### src/rtl/core_io_axil.sv
// AXI4-Lite I/O master serving the core's IN/OUT instructions against a UART-Lite style
// peripheral: polls status, then reads RX data or writes TX data, reporting done/err.
module core_io_axil #(
    parameter int unsigned       ADDR_W       = 4,
    parameter int unsigned       DATA_W       = 32,
    parameter logic [ADDR_W-1:0] RX_ADDR      = 'h0,
    parameter logic [ADDR_W-1:0] TX_ADDR      = 'h4,
    parameter logic [ADDR_W-1:0] STAT_ADDR    = 'h8,
    parameter int unsigned       RX_VALID_BIT = 0,
    parameter int unsigned       TX_FULL_BIT  = 3,
    parameter int unsigned       POLL_LIMIT   = 1023
) (
    input  logic                clk,
    input  logic                rst_n,
    // core request/done handshake
    input  logic                req_in_i,
    input  logic                req_out_i,
    input  logic [7:0]          req_wdata_i,
    output logic                req_ready_o,
    output logic                done_o,
    output logic [7:0]          done_rdata_o,
    output logic                done_err_o,
    // AXI4-Lite read channels
    output logic [ADDR_W-1:0]   araddr_o,
    output logic                arvalid_o,
    input  logic                arready_i,
    input  logic [DATA_W-1:0]   rdata_i,
    input  logic [1:0]          rresp_i,
    input  logic                rvalid_i,
    output logic                rready_o,
    // AXI4-Lite write channels
    output logic [ADDR_W-1:0]   awaddr_o,
    output logic                awvalid_o,
    input  logic                awready_i,
    output logic [DATA_W-1:0]   wdata_o,
    output logic [DATA_W/8-1:0] wstrb_o,
    output logic                wvalid_o,
    input  logic                wready_i,
    input  logic [1:0]          bresp_i,
    input  logic                bvalid_i,
    output logic                bready_o
);

    localparam int unsigned STRB_W = DATA_W / 8;
    localparam int unsigned CNT_W  = (POLL_LIMIT > 0) ? $clog2(POLL_LIMIT + 1) : 1;

    localparam logic [2:0] IDLE   = 3'd0;
    localparam logic [2:0] S_AR   = 3'd1;
    localparam logic [2:0] S_R    = 3'd2;
    localparam logic [2:0] D_AR   = 3'd3;
    localparam logic [2:0] D_R    = 3'd4;
    localparam logic [2:0] W_AW   = 3'd5;
    localparam logic [2:0] W_B    = 3'd6;
    localparam logic [2:0] S_DONE = 3'd7;

    logic [2:0]        state_q,      state_d;
    logic              is_in_q,      is_in_d;
    logic [7:0]        wbyte_q,      wbyte_d;
    logic [CNT_W-1:0]  poll_cnt_q,   poll_cnt_d;
    logic              req_ready_q,  req_ready_d;
    logic [ADDR_W-1:0] araddr_q,     araddr_d;
    logic              arvalid_q,    arvalid_d;
    logic              rready_q,     rready_d;
    logic [ADDR_W-1:0] awaddr_q,     awaddr_d;
    logic              awvalid_q,    awvalid_d;
    logic [DATA_W-1:0] wdata_q,      wdata_d;
    logic [STRB_W-1:0] wstrb_q,      wstrb_d;
    logic              wvalid_q,     wvalid_d;
    logic              bready_q,     bready_d;
    logic              done_q,       done_d;
    logic              done_err_q,   done_err_d;
    logic [7:0]        done_rdata_q, done_rdata_d;

    logic accept_c;
    logic r_hs_c;
    logic b_hs_c;
    logic aw_open_c;
    logic w_open_c;
    logic last_poll_c;
    logic unused_c;

    assign accept_c    = req_ready_q && (req_in_i || req_out_i);
    assign r_hs_c      = rvalid_i && rready_q;
    assign b_hs_c      = bvalid_i && bready_q;
    assign aw_open_c   = awvalid_q && !awready_i;
    assign w_open_c    = wvalid_q && !wready_i;
    // The status read just completed is the last one allowed for this request.
    assign last_poll_c = (POLL_LIMIT != 0) && ((32'(poll_cnt_q) + 32'd1) == POLL_LIMIT);
    assign unused_c    = ^{rdata_i, rresp_i[0], bresp_i[0]};

    // Next-state and registered-output logic.
    always_comb begin
        state_d      = state_q;
        is_in_d      = is_in_q;
        wbyte_d      = wbyte_q;
        poll_cnt_d   = poll_cnt_q;
        araddr_d     = araddr_q;
        arvalid_d    = arvalid_q;
        rready_d     = rready_q;
        awaddr_d     = awaddr_q;
        awvalid_d    = awvalid_q;
        wdata_d      = wdata_q;
        wstrb_d      = wstrb_q;
        wvalid_d     = wvalid_q;
        bready_d     = bready_q;
        done_d       = 1'b0;
        done_err_d   = 1'b0;
        done_rdata_d = done_rdata_q;

        case (state_q)
            IDLE: begin
                if (accept_c) begin
                    is_in_d    = req_in_i;
                    wbyte_d    = req_wdata_i;
                    poll_cnt_d = '0;
                    araddr_d   = STAT_ADDR;
                    arvalid_d  = 1'b1;
                    state_d    = S_AR;
                end
            end
            S_AR: begin
                if (arready_i) begin
                    arvalid_d = 1'b0;
                    rready_d  = 1'b1;
                    state_d   = S_R;
                end
            end
            S_R: begin
                if (r_hs_c) begin
                    rready_d = 1'b0;
                    if (rresp_i[1]) begin
                        done_d     = 1'b1;
                        done_err_d = 1'b1;
                        state_d    = S_DONE;
                    end else if (is_in_q && rdata_i[RX_VALID_BIT]) begin
                        araddr_d  = RX_ADDR;
                        arvalid_d = 1'b1;
                        state_d   = D_AR;
                    end else if (!is_in_q && !rdata_i[TX_FULL_BIT]) begin
                        awaddr_d  = TX_ADDR;
                        wdata_d   = DATA_W'(wbyte_q);
                        wstrb_d   = STRB_W'(1);
                        awvalid_d = 1'b1;
                        wvalid_d  = 1'b1;
                        state_d   = W_AW;
                    end else begin
                        poll_cnt_d = poll_cnt_q + CNT_W'(1);
                        if (last_poll_c) begin
                            done_d     = 1'b1;
                            done_err_d = 1'b1;
                            state_d    = S_DONE;
                        end else begin
                            arvalid_d = 1'b1;
                            state_d   = S_AR;
                        end
                    end
                end
            end
            D_AR: begin
                if (arready_i) begin
                    arvalid_d = 1'b0;
                    rready_d  = 1'b1;
                    state_d   = D_R;
                end
            end
            D_R: begin
                if (r_hs_c) begin
                    rready_d     = 1'b0;
                    done_rdata_d = rdata_i[7:0];
                    done_d       = 1'b1;
                    done_err_d   = rresp_i[1];
                    state_d      = S_DONE;
                end
            end
            W_AW: begin
                // AW and W retire independently; move on once neither is outstanding.
                if (awvalid_q && awready_i) begin
                    awvalid_d = 1'b0;
                end
                if (wvalid_q && wready_i) begin
                    wvalid_d = 1'b0;
                    wstrb_d  = '0;
                end
                if (!aw_open_c && !w_open_c) begin
                    bready_d = 1'b1;
                    state_d  = W_B;
                end
            end
            W_B: begin
                if (b_hs_c) begin
                    bready_d   = 1'b0;
                    done_d     = 1'b1;
                    done_err_d = bresp_i[1];
                    state_d    = S_DONE;
                end
            end
            S_DONE: begin
                state_d = IDLE;
            end
            default: begin
                state_d = IDLE;
            end
        endcase

        req_ready_d = (state_d == IDLE);
    end

    // State and output registers.
    always_ff @(posedge clk or negedge rst_n) begin
        if (!rst_n) begin
            state_q      <= IDLE;
            is_in_q      <= 1'b0;
            wbyte_q      <= '0;
            poll_cnt_q   <= '0;
            req_ready_q  <= 1'b0;
            araddr_q     <= '0;
            arvalid_q    <= 1'b0;
            rready_q     <= 1'b0;
            awaddr_q     <= '0;
            awvalid_q    <= 1'b0;
            wdata_q      <= '0;
            wstrb_q      <= '0;
            wvalid_q     <= 1'b0;
            bready_q     <= 1'b0;
            done_q       <= 1'b0;
            done_err_q   <= 1'b0;
            done_rdata_q <= '0;
        end else begin
            state_q      <= state_d;
            is_in_q      <= is_in_d;
            wbyte_q      <= wbyte_d;
            poll_cnt_q   <= poll_cnt_d;
            req_ready_q  <= req_ready_d;
            araddr_q     <= araddr_d;
            arvalid_q    <= arvalid_d;
            rready_q     <= rready_d;
            awaddr_q     <= awaddr_d;
            awvalid_q    <= awvalid_d;
            wdata_q      <= wdata_d;
            wstrb_q      <= wstrb_d;
            wvalid_q     <= wvalid_d;
            bready_q     <= bready_d;
            done_q       <= done_d;
            done_err_q   <= done_err_d;
            done_rdata_q <= done_rdata_d;
        end
    end

    assign req_ready_o  = req_ready_q;
    assign done_o       = done_q;
    assign done_err_o   = done_err_q;
    assign done_rdata_o = done_rdata_q;
    assign araddr_o     = araddr_q;
    assign arvalid_o    = arvalid_q;
    assign rready_o     = rready_q;
    assign awaddr_o     = awaddr_q;
    assign awvalid_o    = awvalid_q;
    assign wdata_o      = wdata_q;
    assign wstrb_o      = wstrb_q;
    assign wvalid_o     = wvalid_q;
    assign bready_o     = bready_q;

endmodule

### config.mk
export PLATFORM = sky130hd
export DESIGN_NAME = core_io_axil
export DESIGN_NICKNAME = d
export VERILOG_FILES = /design/src/rtl/core_io_axil.sv
export SDC_FILE = /design/constraint.sdc
export NUM_CORES = 1
export LEC_CHECK = 0
export CAP_MARGIN = 20
export CORE_UTILIZATION = 35
export CTS_CLUSTER_SIZE = 20
export DETAILED_ROUTE_END_ITERATION = 12
export PLACE_DENSITY_LB_ADDON = 0.1
export SYNTH_ARGS = -nofsm -noshare
export SYNTH_HDL_FRONTEND = slang
export SYNTH_SLANG_ARGS = --single-unit
export TNS_END_PERCENT = 50
### constraint.sdc
create_clock -name clk -period 5 [get_ports clk]
set_clock_uncertainty 0.15 [all_clocks]
set_input_delay 1.5 -clock clk [delete_from_list [all_inputs] [get_ports clk]]
set_output_delay 1.5 -clock clk [all_outputs]
set_load 0.02 [all_outputs]
==> impl_metrics.toml, run 1 <==
[outcome]
status = "finished, final reports clean"

[clock_tree]
cts_hold_buf = 0
worstSkewPairLatency_ps = 300
cts_sinks = 48
cts-root-buf = "clkbuf_8"
cts_buffer_depth = 2
post_cts_buffers = 0
cts_tree = "yes"
path_clk_slew_ps = 100
htreeDepth = 2
cts.repair.resized = 0
cts_buffers = 5

[yosys]
syn_avg_cell_area_um2 = 10.4
seq_area_frac_synth_pct = 46.2
synth_edf_count = 0
synth_seq_cells = 48
yosysWarnings = 0
synth.cell_area_um2 = 2600
postSynthCellCount = 250
yosysUniqueCellTypes = 50
async_flop_share_pct = 100
ys.flop_type = "dfrtp_1"

[floorplanning]
fp.dieArea_um2 = 7780
die_x_um = 88.2
die_height_um = 88.2
fp.coreArea_um2 = 7210
core.rowCount = 31
io_pins = 113
start_util_pct = 36.0

[sta]
slew_headroom_pct = 56.3
drv_slew = 0
hold_violations = 0
final-setup-viol-count = 0
period_needed_ps = 3860
fmax_mhz = 259
setup_ws_ps = 1140
setup_tns_ps = 0
min_period_over_period_pct = 77.2
rsz0062_at_grt = "no"
tightestPinTransition_ps = 653

[pwr]
p_clk_share_pct = 17.8
seqPwrFrac_pct = 40.2
p_int_w = 0.00101
p_sw_share_pct = 37.6
max-vdd-ir-drop_v = 0.000200
powerDensity_nw_per_um2 = 508
p_comb_share_pct = 42.0
leakagePower_nw = 1.40
power_w = 0.00162
p_switching_w = 0.000611

[critical_path]
arrival_ps = 3910
worstSetupStartpointType = "input pin"
cpMaxStageDelayCell = "a2111o_1"
crit_path_end_kind = "flop"
r2r_end = "poll_cnt_q[9]"
reg2regPathDepth = 5
required_ps = 5050
setup.worst_path.class = "in2reg"
r2r_setup_slack_ps = 2290
max_stage_delay_ps = 590
critPathMaxFanout = 13
rr_startpoint = "state_q[1]"
timing.critical_path.cells = "clkdlybuf4s50_1, o21ai_0, mux2_2, a2111o_1, or2_0, o41ai_2"

[cells_and_area]
stdcell_count = 398
antennaDiodeCount = 0
syn2layout_area_growth_pct = 22.9
fin_nets = 353
utilization_pct = 44.3
drive_gt1_share_pct = 11.7

[route]
drc = 0
drtIter0Drc = 89
detail-route-antenna-nets = 0
vias_per_cell = 4.73
post_drt_wl_per_cell_um = 13.7
vias = 1882
first_pass_iters = 4
wirelength_um = 5450

[worst_hold_path]
min_path_cells = 1
worst_hold_path_type = "reg2reg"
hold-path-endpoint = "awaddr_o[2]"
hp-start = "awaddr_o[2]"

[run]
cap_violations = 0

[global_route]
grt_pass1_vias = 1763
antenna_found_initial = 0
grt.total_usage_pct = 14.6
grt_remaining_overflow = 0
grt_max_degree = 31
grt_pass1_wl_um = 8780

[place]
pre_cts_slack_ps = 830
place_hpwl_um = 3830
place.gp.congestion = 0.766
place_inst = 390
io_buffers = 53
layer usage:
metal / vias up / track usage [%] / wire [um]
li1: 916 / - / -
met1: 903 / 20.4 / 2670
met2: 58 / 22.0 / 2410
met3: 5 / 4.34 / 322
met4: 0 / 3.96 / 57
met5: - / 0 / 0
critical path: cells and delay by family:
family | cells | cell delay [ps]
compound gates | 3 | 1110
mux | 1 | 340
buf+inv | 1 | 480
simple gates | 1 | 470
flip-flops by register name (all words and copies together), names as in the netlist, 3 cells and up:
register	flops
poll_cnt_q	10
done_rdata_o	8
state_q	3
wbyte_q	8
wdata_o	8
kinds of logic (layout without fill, tap and decap cells):
family | count (synthesis) | after routing | synth area share (%)
flip-flops | 48 | 48 | 46.2
adder cells (fa/ha/maj) | 2 | 2 | 0.962
other | 1 | 33 | 0.144
buffers and inverters | 54 | 71 | 13.1
multiplexers | 27 | 27 | 11.6
AO/OA/AOI/OAI | 51 | 51 | 13.7
AND/OR/NAND/NOR | 67 | 67 | 14.3
power by group through the flow:
stage	registers (W)	clock network, W	logic, W
floorplan	0.000705	0	0.000382
global placement	0.000656	0	0.000683
detailed placement	0.000661	0	0.000684
CTS	0.000653	0.000297	0.000687
global route	0.000680	0.000313	0.000742
finish	0.000653	0.000289	0.000681
layout by cell type, fill, tap and decap left out, types with 5 or more instances in the layout:
master | synthesis | final
mux2_1 | 8 | 8
nor2_1 | 11 | 11
nand2_1 | 15 | 15
nand2b_1 | 8 | 8
o31ai_1 | 7 | 7
o21ai_1 | 11 | 11
clkdlybuf4s50_1 | 0 | 52
dfrtp_1 | 48 | 48
inv_1 | 7 | 7
mux2_2 | 18 | 18
clkbuf_8 | 0 | 5
a21oi_1 | 6 | 6
conb_1 | 1 | 33
nand3_1 | 9 | 9
per-stage QoR:
stage | hold slack [ps] | area [um2]
after floorplan | 302 | 2720
after global placement | 300 | 3080
after detailed placement | 301 | 3080
after CTS | 329 | 3200
after global routing | 363 | 3200
final | 322 | 3200
worst max-delay path by stage:
| stage | start | end | slack (ps) | depth (start not counted) |
|---|---|---|---|---|
| after global routing | rresp_i[1] | poll_cnt_q[9] | 1020 | 6 |
| after global placement | req_in_i | poll_cnt_q[9] | 850 | 6 |
| after CTS | req_in_i | poll_cnt_q[9] | 1150 | 6 |
| after floorplan | rresp_i[1] | poll_cnt_q[9] | 1810 | 6 |
| final | req_in_i | poll_cnt_q[9] | 1140 | 6 |
| after detailed placement | req_in_i | poll_cnt_q[9] | 830 | 6 |
cell usage after synthesis, types with 2 or more instances:
cell      count  share of area (%)
o21ai_0       4               0.77
o22ai_1       3               0.72
a32oi_1       3                1.0
nand2b_1      8                1.9
a31oi_1       3               0.72
nand4_1       2               0.48
nor2b_1       2               0.48
nor4_1        2               0.48
inv_1         7                1.0
mux2_1        8                3.5
and2_1        2               0.48
o41ai_2       2                1.3
o21ai_1      11                2.1
buf_2         2               0.39
and3_1        3               0.72
clkbuf_1      8                1.2
buf_4        34                9.8
or2_0         2               0.48
nand3b_1      3               0.87
nor2_1       11                1.6
and3b_1       2               0.67
o31a_1        2               0.67
a21oi_1       6                1.2
nand3_1       9                1.7
mux2_2       18                7.8
ha_1          2               0.96
nand2_1      15                2.2
o31ai_1       7                2.0
dfrtp_1      48                 46
cell type report:
| type | count | area [um2] |
|---|---|---|
| Timing Repair Buffer | 55 | 541 |
| Tap cell | 99 | 124 |
| Inverter | 8 | 30.0 |
| Sequential cell | 48 | 1200 |
| Multi-Input combinational cell | 180 | 1180 |
| Fill cell | 724 | 4020 |
| Clock buffer | 5 | 68.8 |
| Clock inverter | 3 | 46.3 |
Note: power is estimated with default switching activity, not from simulation.
==> run 2, diff against run 1 <==
==> constraint.sdc (replaced) <==
create_clock -name clk -period 3.9 [get_ports clk]
set_clock_uncertainty 0.15 [all_clocks]
set_input_delay 1.17 -clock clk [delete_from_list [all_inputs] [get_ports clk]]
set_output_delay 1.17 -clock clk [all_outputs]
set_load 0.02 [all_outputs]
==> impl_metrics.toml, run 2 (synthesis gave the netlist of run 1 again) <==
[worst_hold_path]
min_path_cells = 1
worst_hold_path_type = "reg2reg"
hold-path-endpoint = "awaddr_o[2]"
hp-start = "awaddr_o[2]"

[run]
cap_violations = 0

[sta]
period_needed_ps = 3300
drv_slew = 0
min_period_over_period_pct = 84.7
whs_ps = 330
tightestPinTransition_ps = 609
hold_violations = 0
rsz0062_at_grt = "no"
setup_tns_ps = 0
slew_headroom_pct = 59.4
setup_ws_ps = 598
final-setup-viol-count = 0
fmax_mhz = 303

[clock_tree]
cts-root-buf = "clkbuf_8"
cts_buffers = 5
cts_sinks = 48
cts_buffer_depth = 2
cts_hold_buf = 0
post_cts_buffers = 0
worstSkewPairLatency_ps = 300
htreeDepth = 2
cts.repair.resized = 0
cts_tree = "yes"
path_clk_slew_ps = 90

[pwr]
p_clk_share_pct = 17.6
p_int_w = 0.00130
p_sw_share_pct = 37.3
max-vdd-ir-drop_v = 0.000240
p_switching_w = 0.000773
leakagePower_nw = 1.41
powerDensity_nw_per_um2 = 645
seqPwrFrac_pct = 40.3
p_comb_share_pct = 42.1

[outcome]
status = "finished, final reports clean"

[route]
drtIter0Drc = 96
post_drt_wl_per_cell_um = 13.5
detail-route-antenna-nets = 0
vias_per_cell = 4.72
first_pass_iters = 4
vias = 1892
wirelength_um = 5410
drc = 0

[cells_and_area]
largest-register = "poll_cnt_q"
largest_reg_flops = 10
drive_gt1_share_pct = 12.6
n_fill_cell = 714
fin_nets = 356
layout_commonest_cell = "clkdlybuf4s50_1"
final_cell_mix = "clkdlybuf4s50_1 (52), dfrtp_1 (48), conb_1 (33)"
syn2layout_area_growth_pct = 23.8
utilization_pct = 44.6
antennaDiodeCount = 0
postLayoutCellArea_um2 = 3220

[critical_path]
timing.critical_path.cells = "clkdlybuf4s50_1, nand3b_1, mux2_2, a2111o_1, or2_0, o41ai_2"
reg2regPathDepth = 5
rr_startpoint = "state_q[1]"
cp_num_buf_inv = 1
cp-startpoint = "rresp_i[1]"
setup.worst_path.class = "in2reg"
cpMaxStageDelayCell = "clkdlybuf4s50_1"
critPathMaxFanout = 8
required_ps = 3950
max_stage_delay_ps = 490
worstSetupStartpointType = "input pin"
crit_family = "compound AO/OA/AOI/OAI gates"
arrival_ps = 3350
r2r_setup_slack_ps = 1430
r2r_end = "poll_cnt_q[9]"
crit_path_end_kind = "flop"

[floorplanning]
die_height_um = 88.2
fp.dieArea_um2 = 7780
io_pins = 113
core.rowCount = 31
die_x_um = 88.2
fp.coreArea_um2 = 7210
start_util_pct = 36.0

[place]
place.gp.congestion = 0.757
io_buffers = 53
placed_area_um2 = 3100
place_hpwl_um = 3840
pre_cts_slack_ps = 268

[global_route]
antenna_found_initial = 0
grt_pass1_vias = 1736
grt_remaining_overflow = 0
grt_max_degree = 27
grt.total_usage_pct = 15.0
grt_pass1_wl_um = 8820
==> run 2: cell types whose count changed in the layout (fill, tap and decap cells not counted), sizes merged <==
cell  change
buf       +3
==> run 2: through the flow <==
step,instances,total power (W)
floorplan,282,0.00139
detailed placement,393,0.00173
global route,401,0.00223
finish,401,0.00208
CTS,401,0.00211
global placement,393,0.00172
==> run 2: power groups by stage <==
stage	Sequential, W	Combinational (W)	Clock [W]
2_1_floorplan	0.000904	0.000490	0
3_3_place_gp	0.000843	0.000882	0
3_5_place_dp	0.000846	0.000881	0
4_1_cts	0.000838	0.000886	0.000386
5_1_grt	0.000869	0.000961	0.000401
6_report	0.000837	0.000873	0.000366
==> run 2: worst max-delay path by stage <==
stage,cells past startpoint,to,slack [ps]
after floorplan,6,poll_cnt_q[9],1040
after global placement,6,poll_cnt_q[9],280
after detailed placement,6,poll_cnt_q[9],270
after CTS,6,poll_cnt_q[9],590
after global routing,6,poll_cnt_q[9],500
final,6,poll_cnt_q[9],600
==> run 2: layer usage <==
layer | up-vias | track usage [%] | wire, um
met5 | - | 0 | 0
met4 | 0 | 4.84 | 36
met3 | 2 | 4.62 | 348
met2 | 61 | 22.2 | 2430
met1 | 903 | 20.8 | 2600
li1 | 926 | - | -
==> run 2: final cells by class <==
class                           count  area [um2]  area share [%]
Inverter                            8        30.0           0.933
Tap cell                           99         124            3.85
Sequential cell                    48        1200            37.3
Clock buffer                        5        68.8            2.14
Timing Repair Buffer               58         563            17.5
Clock inverter                      3        46.3            1.44
Multi-Input combinational cell    180        1180            36.8
==> run 3, diff against run 2 <==
==> constraint.sdc (replaced) <==
create_clock -name clk -period 3.3 [get_ports clk]
set_clock_uncertainty 0.15 [all_clocks]
set_input_delay 0.99 -clock clk [delete_from_list [all_inputs] [get_ports clk]]
set_output_delay 0.99 -clock clk [all_outputs]
set_load 0.02 [all_outputs]
==> impl_metrics.toml, run 3 (synthesis gave the netlist of run 1 again) <==
[global_route]
grt_pass1_vias = 1806
grt_max_degree = 49
grt_remaining_overflow = 0
grt_pass1_wl_um = 8960
grt.total_usage_pct = 15.0
antenna_found_initial = 0

[run]
cap_violations = 0

[sta]
fmax_mhz = 336
final-setup-viol-count = 0
tightestPinTransition_ps = 618
min_period_over_period_pct = 90.2
drv_slew = 0
rsz0062_at_grt = "no"
hold_violations = 0
period_needed_ps = 2980
whs_ps = 320
setup_tns_ps = 0
slew_headroom_pct = 58.8

[route]
post_drt_wl_per_cell_um = 13.5
wirelength_um = 5560
vias = 1988
drtIter0Drc = 72
first_pass_iters = 4
vias_per_cell = 4.83
detail-route-antenna-nets = 0
drc = 0

[cells_and_area]
stdcell_count = 412
largest-register = "poll_cnt_q"
utilization_pct = 45.8
final_cell_mix = "clkdlybuf4s50_1 (52), dfrtp_1 (48), conb_1 (33)"
syn2layout_area_growth_pct = 26.9
antennaDiodeCount = 0
drive_gt1_share_pct = 15.7
largest_reg_flops = 10
layout_commonest_cell = "clkdlybuf4s50_1"
fin_nets = 367

[pwr]
max-vdd-ir-drop_v = 0.000271
seqPwrFrac_pct = 39.3
p_switching_w = 0.000931
powerDensity_nw_per_um2 = 757
p_clk_share_pct = 17.4
leakagePower_nw = 1.46
p_comb_share_pct = 43.3
p_int_w = 0.00157
p_sw_share_pct = 37.3

[floorplanning]
fp.coreArea_um2 = 7210
fp.dieArea_um2 = 7780
core.rowCount = 31
die_x_um = 88.2
start_util_pct = 36.0
die_height_um = 88.2
io_pins = 113

[critical_path]
critPathMaxFanout = 4
arrival_ps = 3050
worstSetupStartpointType = "input pin"
required_ps = 3380
crit_path_end_kind = "flop"
setup.worst_path.class = "in2reg"

[clock_tree]
post_cts_buffers = 0
cts_hold_buf = 0
cts_buffers = 5
cts_buffer_depth = 2
cts_sinks = 48
htreeDepth = 2
cts_tree = "yes"
cts-root-buf = "clkbuf_8"
worstSkewPairLatency_ps = 300
path_clk_slew_ps = 90
cts.repair.resized = 0

[worst_hold_path]
worst_hold_path_type = "reg2reg"

[place]
place_inst = 404
place_hpwl_um = 3930
io_buffers = 53
place.gp.congestion = 0.740

[outcome]
status = "finished, final reports clean"
run 3: cell count changes in the layout (fill, tap and decap cells not counted):
cell / delta
buf_4: +11
run 3: area by class of cell:
cell class / instances / area (um2)
tap: 99 / 124
clock inverter: 3 / 46.3
fill: 699 / 3910
inverter: 8 / 30.0
sequential: 48 / 1200
clock buffer: 5 / 68.8
timing repair buffer: 69 / 646
multi-input combinational: 180 / 1180
run 3: power groups by stage:
| stage | clock [W] | sequential (W) | combinational [W] |
|---|---|---|---|
| after global placement | 0 | 0.000988 | 0.00108 |
| after detailed placement | 0 | 0.000995 | 0.00109 |
| after global routing | 0.000476 | 0.00102 | 0.00118 |
| after CTS | 0.000459 | 0.000983 | 0.00109 |
| after floorplan | 0 | 0.00107 | 0.000579 |
| final | 0.000436 | 0.000981 | 0.00108 |
run 3: worst paths after layout:
| check | start | endpoint | slack, ps | depth (start not counted) |
|---|---|---|---|---|
| worst min-delay path | awaddr_o[2] | awaddr_o[2] | 320 | 1 |
| worst max-delay path | req_in_i | poll_cnt_q[0] | 320 | 8 |
| max in group asynchronous | rst_n | wbyte_q[4] | 1950 | 2 |
| min in group asynchronous | rst_n | poll_cnt_q[7] | 630 | 2 |
| worst min register to register | awaddr_o[2] | awaddr_o[2] | 320 | 1 |
| worst max register to register | state_q[1] | wdata_o[5] | 910 | 5 |
run 3: per-layer routing:
metal	track usage (%)	vias to the layer above	share of wire (%)
met5	0	-	0
li1	-	947	-
met3	3.49	4	5.4
met2	23.4	70	47
met4	4.25	0	0.76
met1	20.8	967	47
run 3: worst max-delay path, stage by stage:
cell and delay, ps:
clkdlybuf4s50_1 480, o21ai_0 160, mux2_2 320, a2111o_1 400, or2_0 270, buf_4 180
buf_4 140, o21ai_1 110
run 3: per-stage QoR:
step | total power, W | setup WS [ps] | area, um2
after floorplan | 0.00165 | 623 | 2720
after global placement | 0.00207 | -40.2 | 3190
after detailed placement | 0.00208 | -9.05 | 3190
after CTS | 0.00254 | 307 | 3300
after global routing | 0.00268 | 217 | 3300
final | 0.00250 | 323 | 3300
